### src/rtl/alu_issue_ctrl.sv
// Issue/retire controller for the calculator's combinational ALU: accepts one
// operation, evaluates its ARM condition against stored NZCV, and hands back the result.
module alu_issue_ctrl #(
    parameter int DW = 32
) (
    input  logic          clk,
    input  logic          rst,
    input  logic          in_valid,
    output logic          in_ready,
    input  logic [3:0]    in_cond,
    input  logic [1:0]    in_func,
    input  logic          in_s,
    input  logic [DW-1:0] in_a,
    input  logic [DW-1:0] in_b,
    output logic [DW-1:0] alu_a,
    output logic [DW-1:0] alu_b,
    output logic [1:0]    alu_func,
    input  logic [DW-1:0] alu_out,
    input  logic          alu_c,
    input  logic          alu_z,
    input  logic          alu_n,
    input  logic          alu_v,
    input  logic          flag_clr,
    output logic [3:0]    flags,
    output logic          res_valid,
    input  logic          res_ready,
    output logic [DW-1:0] res_data,
    output logic          res_skipped
);

    typedef enum logic [1:0] {
        S_IDLE = 2'd0,
        S_EXEC = 2'd1,
        S_DONE = 2'd2
    } state_t;

    state_t        r_state;
    state_t        w_state_nxt;
    logic [3:0]    r_cond;
    logic [1:0]    r_func;
    logic          r_s;
    logic [DW-1:0] r_a;
    logic [DW-1:0] r_b;
    logic [DW-1:0] r_res_data;
    logic          r_res_skipped;
    logic [3:0]    r_flags;
    logic          w_pass;

    // ARM condition table; f is {N,Z,C,V}.
    function automatic logic cond_pass(input logic [3:0] cond, input logic [3:0] f);
        logic n, z, c, v;
        {n, z, c, v} = f;
        case (cond)
            4'b0000: return z;
            4'b0001: return !z;
            4'b0010: return c;
            4'b0011: return !c;
            4'b0100: return n;
            4'b0101: return !n;
            4'b0110: return v;
            4'b0111: return !v;
            4'b1000: return c && !z;
            4'b1001: return !c || z;
            4'b1010: return n == v;
            4'b1011: return n != v;
            4'b1100: return !z && (n == v);
            4'b1101: return z || (n != v);
            4'b1110: return 1'b1;
            default: return 1'b0;
        endcase
    endfunction

    assign w_pass = cond_pass(r_cond, r_flags);

    // NOTE: every combinational output gets a default before the case so no latch is inferred.
    always_comb begin
        w_state_nxt = r_state;
        case (r_state)
            S_IDLE:  if (in_valid) w_state_nxt = S_EXEC;
            S_EXEC:  w_state_nxt = S_DONE;
            S_DONE:  if (res_ready) w_state_nxt = S_IDLE;
            default: w_state_nxt = S_IDLE;
        endcase
    end

    // NOTE: sequential state uses non-blocking assignments so all registers update from pre-edge values.
    always_ff @(posedge clk or posedge rst) begin
        if (rst) begin
            r_state       <= S_IDLE;
            r_cond        <= 4'b0000;
            r_func        <= 2'b00;
            r_s           <= 1'b0;
            r_a           <= '0;
            r_b           <= '0;
            r_res_data    <= '0;
            r_res_skipped <= 1'b0;
            r_flags       <= 4'b0000;
        end else begin
            r_state <= w_state_nxt;
            if (r_state == S_IDLE && in_valid) begin
                r_cond <= in_cond;
                r_func <= in_func;
                r_s    <= in_s;
                r_a    <= in_a;
                r_b    <= in_b;
            end
            if (r_state == S_EXEC) begin
                r_res_data    <= w_pass ? alu_out : '0;
                r_res_skipped <= !w_pass;
            end
            // Clear wins over an S update landing on the same edge.
            if (flag_clr)
                r_flags <= 4'b0000;
            else if (r_state == S_EXEC && w_pass && r_s)
                r_flags <= {alu_n, alu_z, alu_c, alu_v};
        end
    end

    assign in_ready    = (r_state == S_IDLE);
    assign res_valid   = (r_state == S_DONE);
    assign res_data    = r_res_data;
    assign res_skipped = r_res_skipped;
    assign flags       = r_flags;
    assign alu_a       = r_a;
    assign alu_b       = r_b;
    assign alu_func    = r_func;

endmodule

### config.mk
export PLATFORM = sky130hd
export DESIGN_NAME = alu_issue_ctrl
export DESIGN_NICKNAME = d
export VERILOG_FILES = /design/src/rtl/alu_issue_ctrl.sv
export SDC_FILE = /design/constraint.sdc
export NUM_CORES = 1
export LEC_CHECK = 0
export BUFFER_PORTS_ARGS = -buffer_cell sky130_fd_sc_hd__buf_2
export CORE_MARGIN = 2
export CORE_UTILIZATION = 47
export CTS_BUF_LIST = sky130_fd_sc_hd__clkbuf_2 sky130_fd_sc_hd__clkbuf_4 sky130_fd_sc_hd__clkbuf_8
export DETAILED_ROUTE_END_ITERATION = 12
export HOLD_SLACK_MARGIN = 0.02
export MAX_ROUTING_LAYER = met4
export PLACE_DENSITY_LB_ADDON = 0.15
export SYNTH_ARGS = -nofsm -noshare
export SYNTH_HDL_FRONTEND = slang
export SYNTH_SLANG_ARGS = --single-unit
### constraint.sdc
create_clock -name clk -period 4.6 [get_ports clk]
set_input_delay 1.15 -clock clk [delete_from_list [all_inputs] [get_ports clk]]
set_output_delay 1.15 -clock clk [all_outputs]
set_load 0.01 [all_outputs]
# Word level (Yosys, flattened, before mapping)
# Index checks and enable logic that the tools add are counted.
dict set report classes {
  n_addsub 0
  n_mul 0
  div 0
  magnitude_cmp 0
  eq_ne 20
  n_shift 0
  muxes 7
  bitwise_logic 0
  reduce_logical 16
}
# cell n
set op_table {}
lappend op_table {{$mux 32} 1}
lappend op_table {{$eq 4x4->1 const B} 7}
lappend op_table {{$eq 4x3->1 const B} 4}
lappend op_table {{$pmux 1 s15} 1}
lappend op_table {{$eq 4x2->1 const B} 2}
lappend op_table {{$mux 4} 2}
lappend op_table {{$pmux 2 s3} 1}
lappend op_table {{$logic_and 1x1->1} 5}
lappend op_table {{$logic_not 1->1} 5}
lappend op_table {{$eq 4x1->1 const B} 1}
lappend op_table {{$logic_not 4->1} 1}
lappend op_table {{$mux 2} 2}
lappend op_table {{$eq 2x1->1 const B} 1}
lappend op_table {{$eq 2x2->1 const B} 1}
lappend op_table {{$logic_not 2->1} 1}
lappend op_table {{$logic_or 1x1->1} 2}
lappend op_table {{$ne 2x1->1 const B} 1}
lappend op_table {{$ne 2x2->1 const B} 1}
lappend op_table {{$reduce_and 2->1} 1}
lappend op_table {{$reduce_bool 2->1} 1}
lappend op_table {{$eq 1x1->1} 1}
lappend op_table {{$ne 1x1->1} 1}
dict set report totals {
  register_bits 110
  latch_bits 0
  mem_bits_rw 0
  mem_bits_ro 0
  input_bits 112
  output_inout_bits 105
  word_cells 52
  mem_count 0
}

# Logic depth before layout (Yosys ltp)
# Gate-level depths: netlist of run 1.
dict set report logic_depth {
  word_depth 7
  mapped_depth 7
  depth_no_buf 6
}

# Worst setup path before layout of run 1
# OpenSTA, ideal clock, no wires.
dict set report synth_path {
  path_kind {in2reg}
  start {input in_valid}
  end {register r_a[0] (netlist: alu_a[0])}
  setup_time_ns 0.125
  arrival_time_ns 2.088
  t_required_ns 4.475
  path_slack_ns 2.387
  cell_stages 4
  path_buffers 2
  cell_sequence {and2_1 -> clkbuf_1 -> buf_2 -> mux2_2}
}
dict set report synth_via {
  elab_chain_cells 1
}
# element line
set synth_rtl {}
lappend synth_rtl {{start, declared} 8} ;# input logic in_valid,
lappend synth_rtl {{$logic_and 1x1->1} 100} ;# if (r_state == S_IDLE && in_valid) begin
lappend synth_rtl {{end signal, assigned} 104} ;# r_a <= in_a;
lappend synth_rtl {{end, declared} 42} ;# logic [DW-1:0] r_a;
# No other way between the ends.
# A chain may end at the register's enable or synchronous reset.

# Worst setup path in the final report of run 1
dict set report layout_path {
  start {register r_cond[3]}
  end {register r_flags[3] (netlist: flags[3])}
}
dict set report layout_via {
  elab_chain_cells 5
  elab_cells_between_ends 19
  classes_between {eq/ne: 14; mux: 1; reduce/logical: 4}
}
# element line
set layout_rtl {}
lappend layout_rtl {{start, declared} 39} ;# logic [3:0] r_cond;
lappend layout_rtl {{start signal, assigned} 101} ;# r_cond <= in_cond;
lappend layout_rtl {{$eq 4x4->1 (tied with other cells)} 53} ;# case (cond)
lappend layout_rtl {{$pmux 1 s15 *} 53}
lappend layout_rtl {{$logic_and 1x1->1 * (2 in a row)} 114} ;# else if (r_state == S_EXEC && w_pass && r_s)
lappend layout_rtl {{$reduce_bool 2->1 (no source line) *} n/a}
lappend layout_rtl {{end signal, assigned} 115} ;# r_flags <= {alu_n, alu_z, alu_c, alu_v};
lappend layout_rtl {{end, declared} 46} ;# logic [3:0] r_flags;
# Every way passes the cells marked *; elsewhere a longest branch is shown, timed or not.

==> summary.md, run 1 <==
| Metric | Value |
|---|---|
| Diode count | 0 |
| Critical path launch point type | register |
| Clock skew | 11.9 ps |
| Final HPWL from detailed placement | between 7000 and 8000 um |
| DRC Markers | 0 |
| Hold WC Path Type | reg -> reg |
| Combinational fraction of design power | 0.418 |
| Worst path buffer plus inverter count | 0 |
| Max cap viols | 0 |
| Worst slew margin | 0.286 |
| First drt pass iteration count | 4 |
| Ys Warns | 0 |
| DIE HEIGHT | 100 um |
| Crit path largest cell delay | 920 ps |
| Number of global-route vias before repair | 3113 |
| Worst-skew pair later-pin latency | around 360 ps |
| Post-CTS sizing | 0 |
| Starting density of the core | 0.478 |
| Layout cells sized above 1 | 0.639 |
| Core ar. | between 0.009 and 0.01 mm^2 |
| Via density per instance | 5.09 |
| Leakage | 2.88 nW |
| Largest net degree at the start of global routing | between 50 and 60 |
| First-pass GRT wire length | 15400 um |
| Crit path max-delay cell type | a41oi_4 |
| Setup TNS Final | 0 ps |
| Design area | 0.00570 mm^2 |
| P_sw | about 0.0014 W |
| Mapped Cells | 283 |
| Switching Share | 0.359 |
| Worst reg-to-reg path cell count | 6 |
| Kind of critical path | reg -> reg |
| Final setup vio count | 0 |
| Routed length per instance | 16.1 um |
| Via count | between 3000 and 4000 |
| Predominant post-synthesis flop cell | dfrtp_1 |
| Clock buffer depth | 2 |
| Maximum clock frequency | between 0.3 and 0.4 GHz |
| Finished Layout Cells | 613 |
| Min Tclk post-route | about 2500 ps |
| Number of synthesized flops with an enable pin | 0 |
| CTS tree | done |
| Core Rows | 35 |
| Commonest cells after routing, fill and taps aside | 216 x buf_2, 110 x dfrtp_1, 70 x mux2_2, 29 x a22o_1, 11 x nand2b_1 |
| Endpoint kind of the worst setup timing path | register |
| Synthesized net count | 395 |
| Placed inst area | ~0.0055 mm^2 |
| PortBufs | 216 |
| CP cell instances | and2_4 > o32ai_4 > o311ai_4 > a41oi_4 > nand2_4 > mux2i_1 |
| Critical path fanouts, max | 34 |
| Maximum VDD drop | 0.319 mV |
| Arr. time, crit path | 2780 ps |
| Boundary pin count | 217 |
| Gr ovfl total | 0 |
| Mean Syn Cell Area | 15.4 um^2 |
| Synth cell types | 33 |
| Clock share of power | 0.143 |
| Hold path depth | 1 |
| Dpl cells | approximately 600 |
| CTS sink cnt | 110 |
| Worst-path clk slew | 110 ps |
| Final WL | 9850 um |
| Cts hold-fix bufs | 0 |
| Antenna viol nets, final | 0 |
| Chip width | between 100 and 150 um |
| Reg power frac | 0.439 |
| Fin. max-slew vios | 0 |
| DRT iter0 DRCs | 92 |
| Post-synth ARST share | 1.00 |
| H-tree levels | 3 |
| Commonest non-fill, non-tap cell in the layout | buf_2 |
| RSZ-0062 raised after global routing | no |
| Die footprint | 0.0100 mm^2 |
| Outcome | complete, no violations |
| Sequential cell area fraction in the yosys report | 0.633 |
| P_int | around 0.0025 W |
| Synth-to-layout area growth | 30.9% |
| Critical path's top delay family | compound AO/OA/AOI/OAI gates |
| Setup Buffers After CTS | 0 |
| Worst slew pin tran | around 1100 ps |
| Post-layout util | 0.625 |
| Power Dens Cells | 683 mW/mm^2 |
| Hold WS | roughly 500 ps |
| Mapped Area | between 0.004 and 0.005 mm^2 |
| Stages on the worst setup path | 6 |
| Clock buffer count from CTS | 9 |
| Initial antenna violation count | 0 |
| CP required | 4850 ps |
| Gr usage total | 0.203 |
| Crit share post-route | 0.548 |
| Nets | 609 |
| Final hold vios | 0 |
| GPL Wtd Cong | about 0.76 |
| Synth Register Bits | 110 |
| Clk root buf | clkbuf_8 |
[state kept, by name, indices dropped and copies added, names as in the netlist]
signal	flops
alu_a	32
alu_b	32
alu_func	2
flags	4
r_cond	4
r_s	1
r_state	2
res_data	32
res_skipped	1
[power by group through the flow]
stage / Combinational [W] / Clock (W) / Sequential (W)
2_1_floorplan: 0.000846 / 0 / 0.00189
3_3_place_gp: 0.00162 / 0 / 0.00171
3_5_place_dp: 0.00165 / 0 / 0.00172
4_1_cts: 0.00166 / 0.000578 / 0.00171
5_1_grt: 0.00177 / 0.000618 / 0.00177
6_report: 0.00163 / 0.000557 / 0.00171
[Yosys cell counts, types with 2 or more instances]
master    count  area [um^2]
o21ai_0       3         15.0
clkbuf_1      5         18.8
nor4_1        2         12.5
buf_6         4         45.0
a22o_2        3         30.0
dfrtp_1     110         2750
nand2_1       5         18.8
a22o_1       29          254
buf_2         9         45.0
nor2_1        3         11.3
nand2b_1     11         68.8
nor4b_1       2         17.5
mux2i_1       5         50.1
mux2_2       70          788
inv_1         4         15.0
[metrics by stage]
stage / setup slack [ps] / total power, W
6_report: 2080 / 0.00389
5_1_grt: 1880 / 0.00416
4_1_cts: 2070 / 0.00395
3_5_place_dp: 2080 / 0.00338
3_3_place_gp: 2130 / 0.00332
2_1_floorplan: 548 / 0.00274
[worst reg2reg max path: stages, from the launching register on]
cell and delay (ps):
dfrtp_1 530, and2_4 230, o32ai_4 290, o311ai_4 140, a41oi_4 920, nand2_4 150
mux2i_1 160
[routing by layer]
layer	GRT usage	up-vias	routed length (um)
li1	-	1443	-
met1	0.260	1533	4130
met2	0.326	130	4950
met3	0.0369	15	607
met4	0.0759	0	167
met5	-	-	0
[logic make-up (layout without fill, tap and decap cells)]
kind of cell    after synthesis  in the layout  share of synthesized area
flops                       110            110                      0.633
compound gates               45             45                      0.100
simple gates                 30             30                     0.0423
mux                          75             75                      0.193
xor+xnor                      1              1                    0.00374
buf+inv                      22            241                     0.0285
[cell type report]
cell class	instances	area [um^2]
Clock inverter	6	53.8
Fill cell	748	3410
Clock buffer	10	138
Tap cell	111	139
Inverter	4	17.5
Multi-Input combinational cell	151	1480
Sequential cell	110	2750
Timing Repair Buffer	221	1120
[worst paths after layout]
kind | startpoint | endpoint | slack, ps
worst max register to register | r_cond[3]$_DFFE_PP0P_ | flags[3]$_DFFE_PP0P_ | 2080
worst min register to register | res_data[6]$_DFFE_PP0N_ | res_data[6]$_DFFE_PP0N_ | 510
worst max-delay path | r_cond[3]$_DFFE_PP0P_ | flags[3]$_DFFE_PP0P_ | 2080
worst min-delay path | res_data[6]$_DFFE_PP0N_ | res_data[6]$_DFFE_PP0N_ | 510
min in group asynchronous | rst | alu_b[12]$_DFFE_PP0P_ | 880
max in group asynchronous | rst | alu_a[3]$_DFFE_PP0P_ | 2880
No activity file was read; power rests on OpenSTA's default activity.
==> inputs of run 2 (changes only) <==
Settings changed: ABC_AREA set to 1, CORE_UTILIZATION 47 to 43.
Clock period 4.6 ns to 2.1 ns, I/O delays scaled along.
==> run 2 against run 1 <==
- non-clock buffer count is 5 higher
- area after synthesis is 0.60% higher
- core utilization is 2.2 points lower
- sequential cell count stayed put
- worst hold slack worse by 300 ps
- count of clock-buffer cells in the layout is 1 higher
- sequential share of layout area is 1.8 points lower
- largest cell class unchanged
- largest power group unchanged
==> summary.md, run 2 <==
| Metric | Value |
|---|---|
| Cts hold-fix bufs | 0 (unchanged) |
| DRT iter0 DRCs | 253 (+180%) |
| Endpoint kind of the worst setup timing path | primary output |
| Gr usage total | 0.221 (+0.0174) |
| Gr ovfl total | 0 (unchanged) |
| Routed length per instance | 13.0 um (-19%) |
| Synth Area in Compound Gates | 0.0117 (-0.0886) |
| RSZ-0062 raised after global routing | no |
| Layout cells sized above 1 | 0.338 (-0.301) |
| Synth top area share | 0.629 (-0.00380) |
| H-tree levels | 3 (unchanged) |
| Mean Syn Cell Area | 8.40 um^2 (-45%) |
| First-pass GRT wire length | 18900 um (+23%) |
| CTS tree | done |
| Via count | 4030 (+29%) |
| Sequential cell area fraction in the yosys report | 0.629 (-0.00380) |
| Critical path launch point type | register |
| Synth-to-layout area growth | 35.3% |
| Critical path's top delay family | flip-flops |
| Worst-skew pair later-pin latency | 370 ps (about the same) |
| Post-CTS sizing | 0 (unchanged) |
| Core ar. | 0.00982 mm^2 (+7.8%) |
| Top cell type by total area after synthesis | dfrtp_1 |
| Clock skew | 8.52 ps (-3.33 ps) |
| Post-synthesis adder-cell area fraction | 0 (unchanged) |
| Commonest non-fill, non-tap cell in the layout | nand2_1 |
| Synthesized net count | 633 (+60%) |
| Fillcell total | 934 (+25%) |
| Kind of critical path | reg -> out |
| Arr. time, crit path | 1210 ps (-1570 ps) |
| Ys Warns | 0 (unchanged) |
| Initial antenna violation count | 1 (+1) |
| Maximum clock frequency | 0.576 GHz |
| Die footprint | 0.0110 mm^2 (+9.5%) |
| Final hold vios | 0 (unchanged) |
| Mux cell area share after synthesis | 0 (-0.193) |
| DRC Markers | 0 (unchanged) |
| CP required | 1570 ps (-3280 ps) |
| Hold WC Path Type | in -> async |
| Number of synthesized flops with an enable pin | 0 (unchanged) |
| Fin. max-slew vios | 0 (unchanged) |
| Worst-path clk slew | 100 ps (about the same) |
| PortBufs | 216 (unchanged) |
| Chip width | 105 um (+4.7%) |
| Worst r2r src | r_cond[2]$_DFFE_PP0P_ |
| Worst slew margin | 0.608 (+0.323) |
| Core Rows | 36 (+2.9%) |
| R2R Setup Slk | 500 ps (-1580 ps) |
| Number of global-route vias before repair | 4061 (+30%) |
| Setup TNS Final | 0 ps (unchanged) |
| Leakage | 3.59 nW (+25%) |
| CTS sink cnt | 110 (unchanged) |
| Mapped Area | 0.00438 mm^2 (+0.60%) |
| Largest family of logic cells by synthesized area | simple AND/OR/NAND/NOR gates |
| Crit share post-route | 0.826 |
| Placed inst area | 0.00564 mm^2 (+2.5%) |
| Clk root buf | clkbuf_8 |
| Power Dens Cells | 1410 mW/mm^2 (+110%) |
| Starting density of the core | 0.446 (-0.0319) |
| Outcome | complete, no violations |
| Top cells by count, synth | 332 x nand2_1, 110 x dfrtp_1, 16 x inv_1 |
| Design area | 0.00592 mm^2 (+4.0%) |
| Predominant post-synthesis flop cell | dfrtp_1 |
| Crit path max-delay cell type | dfrtp_1 |
| Most frequent cell after synthesis | nand2_1 |
| Critical path fanouts, max | 3 (-91%) |
| R2R Path End | res_data[22]$_DFFE_PP0N_ |
| Post-synth ARST share | 1.00 (unchanged) |
| Via density per instance | 4.60 (-9.6%) |
| Min Tclk post-route | 1740 ps |
| Worst path buffer plus inverter count | 1 (+1) |
| Synth cell types | 19 (-42%) |
| Crit path launch | r_state[1]$_DFFE_PP0P_ |
| Boundary pin count | 217 (unchanged) |
| Nets | 849 (+39%) |
| Synth Area in XOR/XNOR | 0 (-0.00374) |
| First drt pass iteration count | 4 (unchanged) |
| Worst reg-to-reg path cell count | 9 (+3) |
| Max cap viols | 0 (unchanged) |
| Clock buffer depth | 2 (unchanged) |
| Top post-synthesis cells by area | dfrtp_1 63%, nand2_1 28%, nand3_1 1.4% |
| Commonest cells after routing, fill and taps aside | 331 x nand2_1, 216 x buf_2, 110 x dfrtp_1, 14 x inv_1, 14 x nor2_1 |
| Worst slew pin tran | 586 ps (-482 ps) |
| Final HPWL from detailed placement | 8390 um (+17%) |
| Setup Buffers After CTS | 0 (unchanged) |
| DIE HEIGHT | 105 um (+4.7%) |
| Mapped Cells | 521 (+84%) |
| Final WL | 11400 um (+16%) |
| Crit path largest cell delay | 400 ps (-520 ps) |
| Maximum VDD drop | 0.678 mV (+110%) |
| Synth Area in Simple Gates | 0.320 (+0.278) |
| Finished Layout Cells | 876 (+43%) |
| Clock buffer count from CTS | 9 (unchanged) |
| CP cell instances | nor2_1 > buf_2 |
| Dpl cells | 859 (+44%) |
| Largest net degree at the start of global routing | 48 (-9.4%) |
| Synth Register Bits | 110 (unchanged) |
| Antenna viol nets, final | 0 (unchanged) |
| GPL Wtd Cong | 0.821 (+8.5%) |
| Final setup vio count | 0 (unchanged) |
run 2: worst max-delay path by stage:
| stage | cells past startpoint | endpoint |
|---|---|---|
| global route | 2 | in_ready |
| detailed placement | 12 | res_data[16]$_DFFE_PP0N_ |
| finish | 2 | in_ready |
| floorplan | 1 | alu_a[0]$_DFFE_PP0P_ |
| CTS | 2 | in_ready |
| global placement | 9 | res_data[25]$_DFFE_PP0N_ |
run 2: where the power goes:
| part | internal [W] | total, W | leakage, nW | switching, W |
|---|---|---|---|---|
| clock | 0.000980 | 0.00169 | 0.140 | 0.000712 |
| combinational | 0.00122 | 0.00320 | 2.06 | 0.00197 |
| sequential | 0.00298 | 0.00347 | 1.39 | 0.000485 |
| total | 0.00518 | 0.00836 | 3.59 | 0.00317 |
run 2: layer usage:
metal	global-route usage	part of all wire	up-vias
li1	-	-	1995
met1	0.258	0.40	1862
met2	0.365	0.50	150
met3	0.0474	0.068	23
met4	0.100	0.029	0
met5	-	0	-
run 2: kinds of logic after synthesis:
| kind of cell | Yosys count |
|---|---|
| flops | 110 |
| compound gates | 8 |
| simple gates | 364 |
| buf+inv | 39 |
run 2: metrics by stage:
| stage | worst slack, ps | hold slack (ps) | power, W | utilization |
|---|---|---|---|---|
| floorplan | 246 | 469 | 0.00535 | - |
| global placement | 549 | 456 | 0.00664 | 0.574 |
| detailed placement | 560 | 459 | 0.00673 | 0.574 |
| CTS | 313 | 201 | 0.00844 | 0.603 |
| global route | 305 | 222 | 0.00899 | 0.603 |
| finish | 365 | 207 | 0.00836 | 0.603 |
run 2: layout make-up:
type,count,area (um^2),area share
multi-input combinational,372,1460,0.246
clock buffer,11,151,0.0256
inverter,18,71.3,0.0120
sequential,110,2750,0.465
antenna,1,2.50,0.000423
tap,133,166,0.0281
clock inverter,5,129,0.0218
timing repair buffer,226,1190,0.202
==> inputs of run 3 (changes only) <==
Settings changed: CORE_UTILIZATION 43 to 47.
Clock period 2.1 ns to 1.6 ns, I/O delays scaled along.
==> run 3 against run 2 <==
- first-iteration DRC count decreased by 40%
- global-route usage up 1.2 points
- worst hold slack got worse by 57 ps
- wire length fell by 0.66%
- final cell count is 2.6% lower
- core utilization up 3.7 points
- critical path depth increased by 8
- sequential share of layout area rose by 0.58 points
- setup slack got worse by 290 ps
- non-clock buffer count grew 2
==> summary.md, run 3 (synthesis results as in run 2) <==
| Metric | Value |
|---|---|
| Die footprint | 0.0101 mm^2 (-8.2%) |
| CTS tree | done |
| Maximum VDD drop | 0.891 mV (+31%) |
| Boundary pin count | 217 (unchanged) |
| DRT iter0 DRCs | 151 (-40%) |
| Maximum clock frequency | 0.657 GHz |
| Min Tclk post-route | 1520 ps |
| GRT Max-Usage Layer | met2 |
| Arr. time, crit path | 1810 ps (+600 ps) |
| Reg power frac | 0.440 (+0.025) |
| Gr usage total | 0.233 (+0.0124) |
| Crit path launch | r_cond[1]$_DFFE_PP0P_ |
| Met3 GRT Util | 0.0340 (-0.0134) |
| Met2 Resource Use GR | 0.373 (+0.00777) |
| Kind of critical path | reg -> reg |
| Critical path's top delay family | simple AND/OR/NAND/NOR gates |
| Worst-path clk slew | 110 ps (about the same) |
| Gr ovfl total | 0 (unchanged) |
| Power Dens Cells | 1790 mW/mm^2 (+27%) |
| Final setup vio count | 0 (unchanged) |
| Commonest non-fill, non-tap cell in the layout | nand2_1 |
| Initial antenna violation count | 0 (-1) |
| Routed length per instance | 13.3 um (+2.0%) |
| Final WL | 11300 um (-0.66%) |
| Dpl cells | 836 (-2.7%) |
| First drt pass iteration count | 5 (+1) |
| GPL Wtd Cong | 0.889 (+8.3%) |
| GR Util met1 | 0.301 (+0.0427) |
| Chip width | 101 um (-4.2%) |
| Commonest cells after routing, fill and taps aside | 326 x nand2_1, 216 x buf_2, 107 x dfrtp_1, 12 x inv_1, 12 x nand3_1 |
| Placed inst area | 0.00562 mm^2 (-0.40%) |
| Fillcell total | 809 (-13%) |
| Nets | 851 (+0.24%) |
| DIE HEIGHT | 101 um (-4.2%) |
| Starting density of the core | 0.478 (+0.0325) |
| Finished Layout Cells | 853 (-2.6%) |
| Antenna viol nets, final | 0 (unchanged) |
| Synth-to-layout area growth | 33.8% |
| Worst-skew pair later-pin latency | 360 ps (about the same) |
| Leakage | 3.55 nW (-1.2%) |
| Critical path's most frequent cell | nand2_1 |
| Worst slew margin | 0.777 (+0.168) |
| CP cell instances | inv_2 > nand2_1 > nor2_1 > nand3_1 > nand2_1 > nor2_4 > a21oi_4 > buf_12 > nand2_1 > nand2_1 |
| First-pass GRT wire length | 18100 um (-4.1%) |
| Combinational fraction of design power | 0.417 (+0.034) |
| P_sw | 0.00426 W (+34%) |
| Number of global-route vias before repair | 3993 (-1.7%) |
| Design area | 0.00586 mm^2 (-1.1%) |
| Clock share of power | 0.143 (-0.059) |
| Clk root buf | clkbuf_8 |
| CTS sink cnt | 110 (unchanged) |
| Final HPWL from detailed placement | 8280 um (-1.3%) |
| Worst slew pin tran | 334 ps (-252 ps) |
| PortBufs | 216 (unchanged) |
| Switching Share | 0.407 (+0.0279) |
| Core ar. | 0.00915 mm^2 (-6.8%) |
| Crit path largest cell delay | 450 ps (+50 ps) |
| Outcome | complete, no violations |
| Critical path fanouts, max | 33 (+30) |
| P_int | 0.00619 W (+19%) |
| Clock buffer count from CTS | 9 (unchanged) |
| Max cap viols | 0 (unchanged) |
| Critical path launch point type | register |
| RSZ-0062 raised after global routing | yes |
| Largest net degree at the start of global routing | 57 (+19%) |
| Via count | 4111 (+2.0%) |
| Fin. max-slew vios | 0 (unchanged) |
| CP required | 1890 ps (+320 ps) |
| Crit share post-route | 0.951 |
| Via density per instance | 4.82 (+4.8%) |
| Core Rows | 35 (-2.8%) |
| Hold WC Path Type | in -> async |
| Layout cells sized above 1 | 0.357 (+0.0189) |
| Worst path buffer plus inverter count | 2 (+1) |
| Clock skew | 19.6 ps (+11.1 ps) |
| H-tree levels | 3 (unchanged) |
| Crit path max-delay cell type | dfrtp_1 |
| DRC Markers | 0 (unchanged) |
| Clock buffer depth | 2 (unchanged) |
| Worst r2r src | r_cond[1]$_DFFE_PP0P_ |
| Hold WS | 150 ps (-57.1 ps) |
| Final hold vios | 0 (unchanged) |
| Diode count | 0 (-1) |
| Endpoint kind of the worst setup timing path | register |
==> run 3: what timing repair did <==
item                       4_1_cts  5_1_grt
buffers inserted                 0        3
hold buffers                     0        0
hold endpoints to repair         0        0
gates resized for setup          0       18
setup endpoints to repair        0       37
==> run 3: metal layers <==
layer / vias to the layer above / part of all wire
met1: 1929 / 0.42
met3: 22 / 0.057
li1: 1997 / -
met5: - / 0
met2: 163 / 0.50
met4: 0 / 0.023
==> run 3: cell type report <==
class,instances,area (um^2),area share
sequential,110,2760,0.471
tap,111,139,0.0237
timing repair buffer,228,1220,0.209
clock buffer,9,124,0.0211
inverter,18,71.3,0.0122
multi-input combinational,372,1500,0.256
clock inverter,5,43.8,0.00748
==> run 3: power groups by stage <==
stage / sequential, W / clock (W) / combinational, W
CTS: 0.00457 / 0.00155 / 0.00431
finish: 0.00460 / 0.00150 / 0.00436
global route: 0.00474 / 0.00166 / 0.00491
floorplan: 0.00507 / 0 / 0.00195
global placement: 0.00456 / 0 / 0.00419
detailed placement: 0.00460 / 0 / 0.00431
==> run 3: stage by stage <==
| stage | TNS, ps | utilization | setup slack, ps | total power, W |
|---|---|---|---|---|
| after floorplan | -14240 | - | -129 | 0.00702 |
| after global placement | 0 | 0.614 | 135 | 0.00876 |
| after detailed placement | 0 | 0.614 | 39.4 | 0.00890 |
| after CTS | 0 | 0.632 | 24.7 | 0.0104 |
| after global routing | -265 | 0.640 | -40.0 | 0.0113 |
| final | 0 | 0.640 | 78.9 | 0.0105 |
==> run 3: final timing paths <==
kind                            depth (start not counted)                        to  slack (ps)
worst min register to register                          2     alu_a[19]$_DFFE_PP0P_         480
worst min-delay path                                    3   res_data[1]$_DFFE_PP0N_         150
min in group clk                                        3  res_data[11]$_DFFE_PP0N_         220
max in group asynchronous                               3     r_cond[0]$_DFFE_PP0P_        1190
worst max-delay path                                   10   res_data[6]$_DFFE_PP0N_          80
worst max register to register                         10   res_data[6]$_DFFE_PP0N_          80
==> run 3: worst register-to-register path: cells and delay by family, from the launching register on <==
kind	cells	cell delay, ps
AOI/OAI and AO/OA	1	140
buffers and inverters	2	310
DFF	1	450
and+or+nand+nor	7	560
